<file path="src/rtl/freq_meter_pkg.sv">
// rtl/freq_meter_pkg.sv - shared state encoding and default sizing for the frequency meter
package freq_meter_pkg;

  typedef enum logic [1:0] {
    IDLE  = 2'd0,
    RUN   = 2'd1,
    LATCH = 2'd2
  } state_t;

  localparam int DEF_GATE_CYCLES = 40_000_000;
  localparam int DEF_CNT_W       = 28;

  // A one-cycle gate would give $clog2 of 0, so keep at least one bit
  function automatic int gate_width(input int cycles);
    return (cycles > 1) ? $clog2(cycles) : 1;
  endfunction

endpackage

</file>
<file path="src/rtl/freq_meter_sig_sync.sv">
// rtl/freq_meter_sig_sync.sv - multi-flop synchronizer with registered-history rise detector
module sig_sync #(
  parameter int SYNC_STAGES = 2
) (
  input  logic clk40,
  input  logic reset_n,
  input  logic async_in,
  output logic sync_out,
  output logic rise
);

  logic [SYNC_STAGES-1:0] r_sync;
  logic                   r_hist;

  always_ff @(posedge clk40 or negedge reset_n) begin
    if (!reset_n) begin
      r_sync <= '0;
      r_hist <= 1'b0;
    end else begin
      r_sync <= {r_sync[SYNC_STAGES-2:0], async_in};
      r_hist <= r_sync[SYNC_STAGES-1];
    end
  end

  assign sync_out = r_sync[SYNC_STAGES-1];
  assign rise     = r_sync[SYNC_STAGES-1] & ~r_hist;

endmodule

</file>
<file path="src/rtl/freq_meter.sv">
// rtl/freq_meter.sv - gated rising-edge counter reporting input frequency once per window
module freq_meter
  import freq_meter_pkg::*;
#(
  parameter int GATE_CYCLES = DEF_GATE_CYCLES,
  parameter int CNT_W       = DEF_CNT_W,
  parameter int SYNC_STAGES = 2
) (
  input  logic             clk40,
  input  logic             reset_n,
  input  logic             sig_in,
  input  logic             enable,
  output logic [CNT_W-1:0] freq_count,
  output logic             freq_valid,
  output logic             overflow,
  output logic             no_signal
);

  localparam int                GATE_W    = gate_width(GATE_CYCLES);
  localparam logic [GATE_W-1:0] GATE_LAST = GATE_W'(GATE_CYCLES - 1);
  localparam logic [CNT_W-1:0]  CNT_MAX   = '1;

  state_t             r_state;
  logic [GATE_W-1:0]  r_gate;
  logic [CNT_W-1:0]   r_edge;
  logic [CNT_W-1:0]   r_count;
  logic               r_valid;
  logic               r_ovf;
  logic               r_nosig;
  logic               w_rise;
  logic               w_sync_level_unused;

  sig_sync #(
    .SYNC_STAGES (SYNC_STAGES)
  ) u_sig_sync (
    .clk40    (clk40),
    .reset_n  (reset_n),
    .async_in (sig_in),
    .sync_out (w_sync_level_unused),
    .rise     (w_rise)
  );

  always_ff @(posedge clk40 or negedge reset_n) begin
    if (!reset_n) begin
      r_state <= IDLE;
      r_gate  <= '0;
      r_edge  <= '0;
      r_count <= '0;
      r_valid <= 1'b0;
      r_ovf   <= 1'b0;
      r_nosig <= 1'b0;
    end else begin
      r_valid <= 1'b0;
      case (r_state)
        IDLE: begin
          r_gate <= '0;
          r_edge <= '0;
          if (enable) r_state <= RUN;
        end
        RUN: begin
          r_gate <= r_gate + 1'b1;
          if (w_rise && (r_edge != CNT_MAX)) r_edge <= r_edge + 1'b1;
          if (r_gate == GATE_LAST) r_state <= LATCH;
        end
        LATCH: begin
          // Rises seen here fall into the dead cycle and are dropped
          r_count <= r_edge;
          r_ovf   <= (r_edge == CNT_MAX);
          r_nosig <= (r_edge == '0);
          r_valid <= 1'b1;
          r_gate  <= '0;
          r_edge  <= '0;
          r_state <= enable ? RUN : IDLE;
        end
        default: r_state <= IDLE;
      endcase
    end
  end

  assign freq_count = r_count;
  assign freq_valid = r_valid;
  assign overflow   = r_ovf;
  assign no_signal  = r_nosig;

endmodule

</file>
<file path="config.mk">
export PLATFORM = sky130hd
export DESIGN_NAME = freq_meter
export DESIGN_NICKNAME = d
export VERILOG_FILES = /design/src/rtl/freq_meter_pkg.sv /design/src/rtl/freq_meter_sig_sync.sv /design/src/rtl/freq_meter.sv
export SDC_FILE = /design/constraint.sdc
export NUM_CORES = 1
export LEC_CHECK = 0
export CORE_ASPECT_RATIO = 0.5
export CORE_MARGIN = 8
export CORE_UTILIZATION = 62
export DETAILED_ROUTE_END_ITERATION = 8
export PLACE_DENSITY = 0.82
export SYNTH_ARGS = -nofsm -noshare
export SYNTH_HDL_FRONTEND = slang
export SYNTH_HIERARCHICAL = 1
export SYNTH_SLANG_ARGS = --single-unit
</file>
<file path="constraint.sdc">
create_clock -name clk40 -period 3.5 [get_ports clk40]
set_input_delay 0.525 -clock clk40 [delete_from_list [all_inputs] [get_ports clk40]]
set_output_delay 0.525 -clock clk40 [all_outputs]
set_load 0.1 [all_outputs]
</file>
=== Word level (Yosys, flattened, before mapping) ===
Index checks and enable logic that the tools add are counted.

* Logic and storage cells: 36
* Flip-flop bits (word level): 90
* Output and inout port bits: 31
* Input port bits: 4

* Reductions and logical operators: 7
* Mux-type cells: 8
* Bitwise gates (word level): 2
* Eq/ne operators: 8
* Add/subtract/negate cells: 2

{| class="wikitable"
|+ Operators by type and width
! operator !! count
|-
| $pmux W28 S2 || 1
|-
| $pmux W26 S2 || 1
|-
| $add A28 B1 Y28 const B || 1
|-
| $eq A28 B28 Y1 const B || 1
|-
| $logic_not A28 Y1 || 1
|-
| $mux W28 || 1
|-
| $ne A28 B28 Y1 const B || 1
|-
| $add A26 B1 Y26 const B || 1
|-
| $eq A26 B26 Y1 const B || 1
|-
| $ne A2 B2 Y1 const B || 3
|-
| $pmux W2 S3 || 1
|-
| $mux W2 || 2
|-
| $reduce_and A2 Y1 || 2
|-
| $eq A2 B1 Y1 const B || 1
|-
| $eq A2 B2 Y1 const B || 1
|-
| $logic_not A2 Y1 || 1
|-
| $mux W1 || 2
|-
| $reduce_bool A2 Y1 || 1
|-
| $reduce_or A2 Y1 || 1
|-
| $and A1 B1 Y1 || 1
|-
| $logic_and A1 B1 Y1 || 1
|-
| $not A1 Y1 || 1
|}

=== Logic depth before layout (Yosys ltp) ===
* Depth in word-level cells: 5
* Depth in mapped cells: 8
* Mapped depth without buffers: 6

=== Cells and area by module ===
Netlist, hierarchy kept.

{| class="wikitable"
|+ Modules (own cells, without submodules)
! module !! instances !! area an instance (sq um) !! cells each !! sequential area each (sq um)
|-
| freq_meter || 1 || 4205.3 || 413 || 2177.1
|-
| sig_sync || 1 || 88.8 || 4 || 75.1
|}

=== Worst setup path after synthesis ===
OpenSTA, ideal clock, no wires.

* Path type: reg2reg
* Start point: register r_edge[1]
* End point: register r_edge[0]
* Clock period less this slack: 2.065 ns
* Path buffers: 2
* Setup time: 0.132 ns
* Arrival time: 1.934 ns
* Path slack: 1.435 ns
* Data required time: 3.368 ns
* Cell stages (with the launch flop): 9
* Cells stage by stage: dfrtp_1 > ha_1 > inv_1 > or4_4 > buf_6 > o31ai_4 > buf_6 > xnor2_1 > nor2_1

* Longest elaborated chain between the ends: 4

{| class="wikitable"
|+ RTL lines
! element !! line !! text
|-
| start, declared || freq_meter.sv:25 || <nowiki>logic [CNT_W-1:0] r_edge;</nowiki>
|-
| start signal, assigned || freq_meter.sv:62 || <nowiki>if (w_rise && (r_edge != CNT_MAX)) r_edge <= r_edge + 1'b1;</nowiki>
|-
| $ne A28 B28 Y1 || freq_meter.sv:62 ||
|-
| $logic_and A1 B1 Y1 || freq_meter.sv:62 ||
|-
| $ne A2 B2 Y1 (no source line) || - ||
|-
| $reduce_and A2 Y1 (no source line) || - ||
|}

Every way passes these cells.
A chain may end at the register's enable or synchronous reset.

=== Worst setup path in the final report ===
* Start point: register r_count[24], in the netlist freq_count[24]
* End point: output port freq_count[24]

{| class="wikitable"
|+ RTL lines
! element !! line !! text
|-
| start, declared || freq_meter.sv:26 || <nowiki>logic [CNT_W-1:0] r_count;</nowiki>
|-
| start signal, assigned || freq_meter.sv:67 || <nowiki>r_count <= r_edge;</nowiki>
|-
| end, declared || freq_meter.sv:13 || <nowiki>output logic [CNT_W-1:0] freq_count,</nowiki>
|}

No word-level cell between the ends.

==> summary.md <==
| Metric | Value |
|---|---|
| Outcome | `completed` |
| Root Buffer | `clkbuf_16` |
| Total gr overflow | `0` |
| Post-synthesis sequential area ratio | `0.5245` |
| Mux contribution to synthesized area | `0.05449` |
| Post_cts resized | `0` |
| Worst EP required | `2.97 ns` |
| Area grow syn2layout | `17.02%` |
| Drt first pass iters | `5` |
| Cell Pwr Density | `457.6 mW/mm^2` |
| Clock Skew | `0.006876 ns` |
| Slowest stage delay, CP | `1.16 ns` |
| Peak fanout along the critical path | `2` |
| Core Area | `0.006700 mm^2` |
| Vias per inst | `6.068` |
| Mean area per synthesized cell | `10.30 um^2` |
| I/O Buffers | `34` |
| CTS sink cnt | `90` |
| Crit. End Element | `output pin` |
| Hold Crit Class | `primary input to async pin` |
| Post-synth top flop | `dfrtp_1` |
| Final critical-path share of the clock period | `0.6838` |
| Gpl congestion | `0.8835` |
| Adder-cell area share of the yosys netlist | `0.01166` |
| DR vias | `3313` |
| Synth Area in Simple Gates | `0.2249` |
| CP bufs+invs | `1` |
| Commonest non-fill, non-tap cell in the layout | `dfrtp_1` |
| Met1 Wirelength | `3869 um` |
| Fillers | `437` |
| Number of flops mapped to enable cells by yosys | `0` |
| Synth Area in Compound Gates | `0.09441` |
| Largest net degree at the start of global routing | `49` |
| Register area | `0.002252 mm^2` |
| Crit path time final | `2.393 ns` |
| Combinational family with the most area after synthesis | `simple AND/OR/NAND/NOR gates` |
| Antenna cells | `0` |
| Pleak | `2.108 nW` |
| Critical path class | `register to output pin` |
| Crit path DAT | `1.87 ns` |
| RSZ-0062 raised after global routing | `no` |
| Least-Margin Pin Slew | `1.126 ns` |
| Number of distinct library cells after synthesis | `49` |
| Max clock buf depth | `2` |
| Worst path cell trace | `clkdlybuf4s50_1` |
| Setup TNS | `0 ns` |
| Clk_lat worst skew | `0.34 ns` |
| Met2 wire length | `4734 um` |
| CTS clock-pin slew for the worst setup and hold paths | `0.07 ns` |
| Final net count | `457` |
| Die width | `133.7 um` |
| Endpoints failing hold | `0` |
| H-tree depth | `3` |
| Placed Cells | `530` |
| Rows | `21` |
| IO Pins | `35` |
| Mapped cell area | `0.004294 mm^2` |
| Starting DRC count in detailed routing | `280` |
| CTS buffer count | `9` |
| Post-DP HPWL | `6463 um` |
| Kind of cell adding the most delay to the critical path | `buffers and inverters` |
| Asr flop ratio synth | `1.000` |
| Die Y | `74.85 um` |
| Max-Cap Viols | `0` |
| Multi-input gate area | `0.001892 mm^2` |
| Post-DRT Antenna Nets | `0` |
| Starting Density | `0.6409` |
| Uppermost layer routed | `met4` |
| Met3 Wirelength | `592 um` |
| Worst Setup Start Kind | `register` |
| GRT Util Overall | `0.2008` |
| Post-cts hold buffer count | `0` |
| Initial antenna violation count | `0` |
| Share of post-route cells with drive strength above 1 | `0.1123` |
| TritonCTS clock tree | `yes` |
| Worst slew margin | `0.2472` |
| Slew Viols, Final | `0` |
| Post-Route WL | `9405 um` |
| Fin cells | `546` |
| Slowest CP cell | `clkdlybuf4s50_1` |
| First-pass GRT wire length | `16030 um` |
| Seq cells post-synth | `90` |
| Achievable clock frequency | `0.4178 GHz` |
| Post-CTS setup buffer count | `0` |
| Xor and xnor fraction of the mapped netlist area | `0.05507` |
| Syn_nets | `425` |
| Worst VDD drop | `261.3 uV` |
| Post-route DRC violation count | `0` |
| Number of synthesis warnings | `6` |
| Syn Inst Count | `417` |
| Final setup violation count | `0` |
| Commonest non-fill, non-tap cells in the layout | `90 x dfrtp_1, 34 x nand2_1, 33 x clkdlybuf4s50_1, 29 x nor2_1, 25 x o21ai_0` |
| Vias in the first global route | `3368` |
| WL/cell | `17.23 um` |
| Die footprint | `0.01001 mm^2` |
[cell usage after synthesis (2+ instances only)]
library cell	number	area, um^2
a21o_1	2	15.01
a21oi_1	20	100.1
and2_1	4	25.02
and4_1	5	43.79
buf_1	2	7.510
buf_2	2	10.01
buf_6	2	22.52
clkbuf_1	11	41.29
dfrtp_1	90	2252
ha_1	4	50.05
inv_1	17	63.81
mux2_2	19	214.0
mux2i_1	2	20.02
nand2_1	34	127.6
nand2b_1	3	18.77
nand3_1	20	100.1
nand3b_1	2	15.01
nand4_1	15	93.84
nor2_1	29	108.9
nor2b_1	3	18.77
nor3_1	8	40.04
nor4_1	21	131.4
o21ai_0	25	125.1
o21ai_1	3	15.01
o31ai_1	6	45.04
or2_2	2	12.51
or3_1	16	100.1
or4_1	4	30.03
xnor2_1	16	140.1
xor2_1	11	96.34
[kinds of logic (layout without fill, tap and decap cells)]
kind of cell / after synthesis / after routing
mux: 21 / 21
xor+xnor: 27 / 27
flops: 90 / 90
compound gates: 65 / 65
fa+ha+maj: 4 / 4
buf+inv: 35 / 72
simple gates: 175 / 175
[final timing paths]
kind / start / endpoint / slack, ns / depth (start not counted)
min in group clk40: u_sig_sync/r_sync[0]$_DFF_PN0_ / u_sig_sync/r_sync[1]$_DFF_PN0_ / 0.37 / 0
max in group asynchronous: reset_n / freq_count[23]$_DFFE_PN0P_ / 2.57 / 2
min: reset_n / r_edge[11]$_DFFE_PN0P_ / 0.13 / 1
max: freq_count[24]$_DFFE_PN0P_ / freq_count[24] / 1.11 / 1
min reg2reg: u_sig_sync/r_sync[0]$_DFF_PN0_ / u_sig_sync/r_sync[1]$_DFF_PN0_ / 0.37 / 0
max reg2reg: r_edge[1]$_DFFE_PN0P_ / r_edge[7]$_DFFE_PN0P_ / 1.13 / 6
[per-stage QoR]
stage	hold WS (ns)	utilization	area [um^2]	setup slack, ns	total power, mW
floorplan	0.2294	-	4294	1.435	1.206
global placement	0.3332	0.7012	4698	1.283	1.257
detailed placement	0.3561	0.7012	4698	1.154	1.270
CTS	0.1351	0.7500	5025	1.099	2.313
global route	0.1559	0.7500	5025	0.9520	2.370
finish	0.1253	0.7500	5025	1.107	2.299
[layer usage]
layer / vias to the layer above / GRT usage
met2: 99 / 0.3485
met5: - / 0
li1: 1556 / -
met1: 1635 / 0.2315
met3: 23 / 0.05459
met4: 0 / 0.1011
[power breakdown]
group / switching (mW) / internal [mW] / leakage (nW) / total [mW]
registers: 0.0470 / 1.07 / 1.22 / 1.11
clock network: 0.416 / 0.631 / 0.153 / 1.05
logic: 0.0872 / 0.0504 / 0.731 / 0.138
total: 0.550 / 1.75 / 2.11 / 2.30
[sequential cells by signal (all words and copies together), names as in the netlist]
name and count:
r_gate 26, freq_valid 1, no_signal 1, u_sig_sync/r_hist 1, u_sig_sync/r_sync 2, r_edge 28, overflow 1, freq_count 28
r_state 2
[area by class of cell]
class | instances | share of cell area
Multi-Input combinational cell | 292 | 0.3765
Tap cell | 92 | 0.02291
Inverter | 17 | 0.01270
Timing Repair Buffer | 39 | 0.07470
Clock buffer | 9 | 0.04482
Clock inverter | 7 | 0.02017
Sequential cell | 90 | 0.4482
Power figures use the tool's default switching activity.
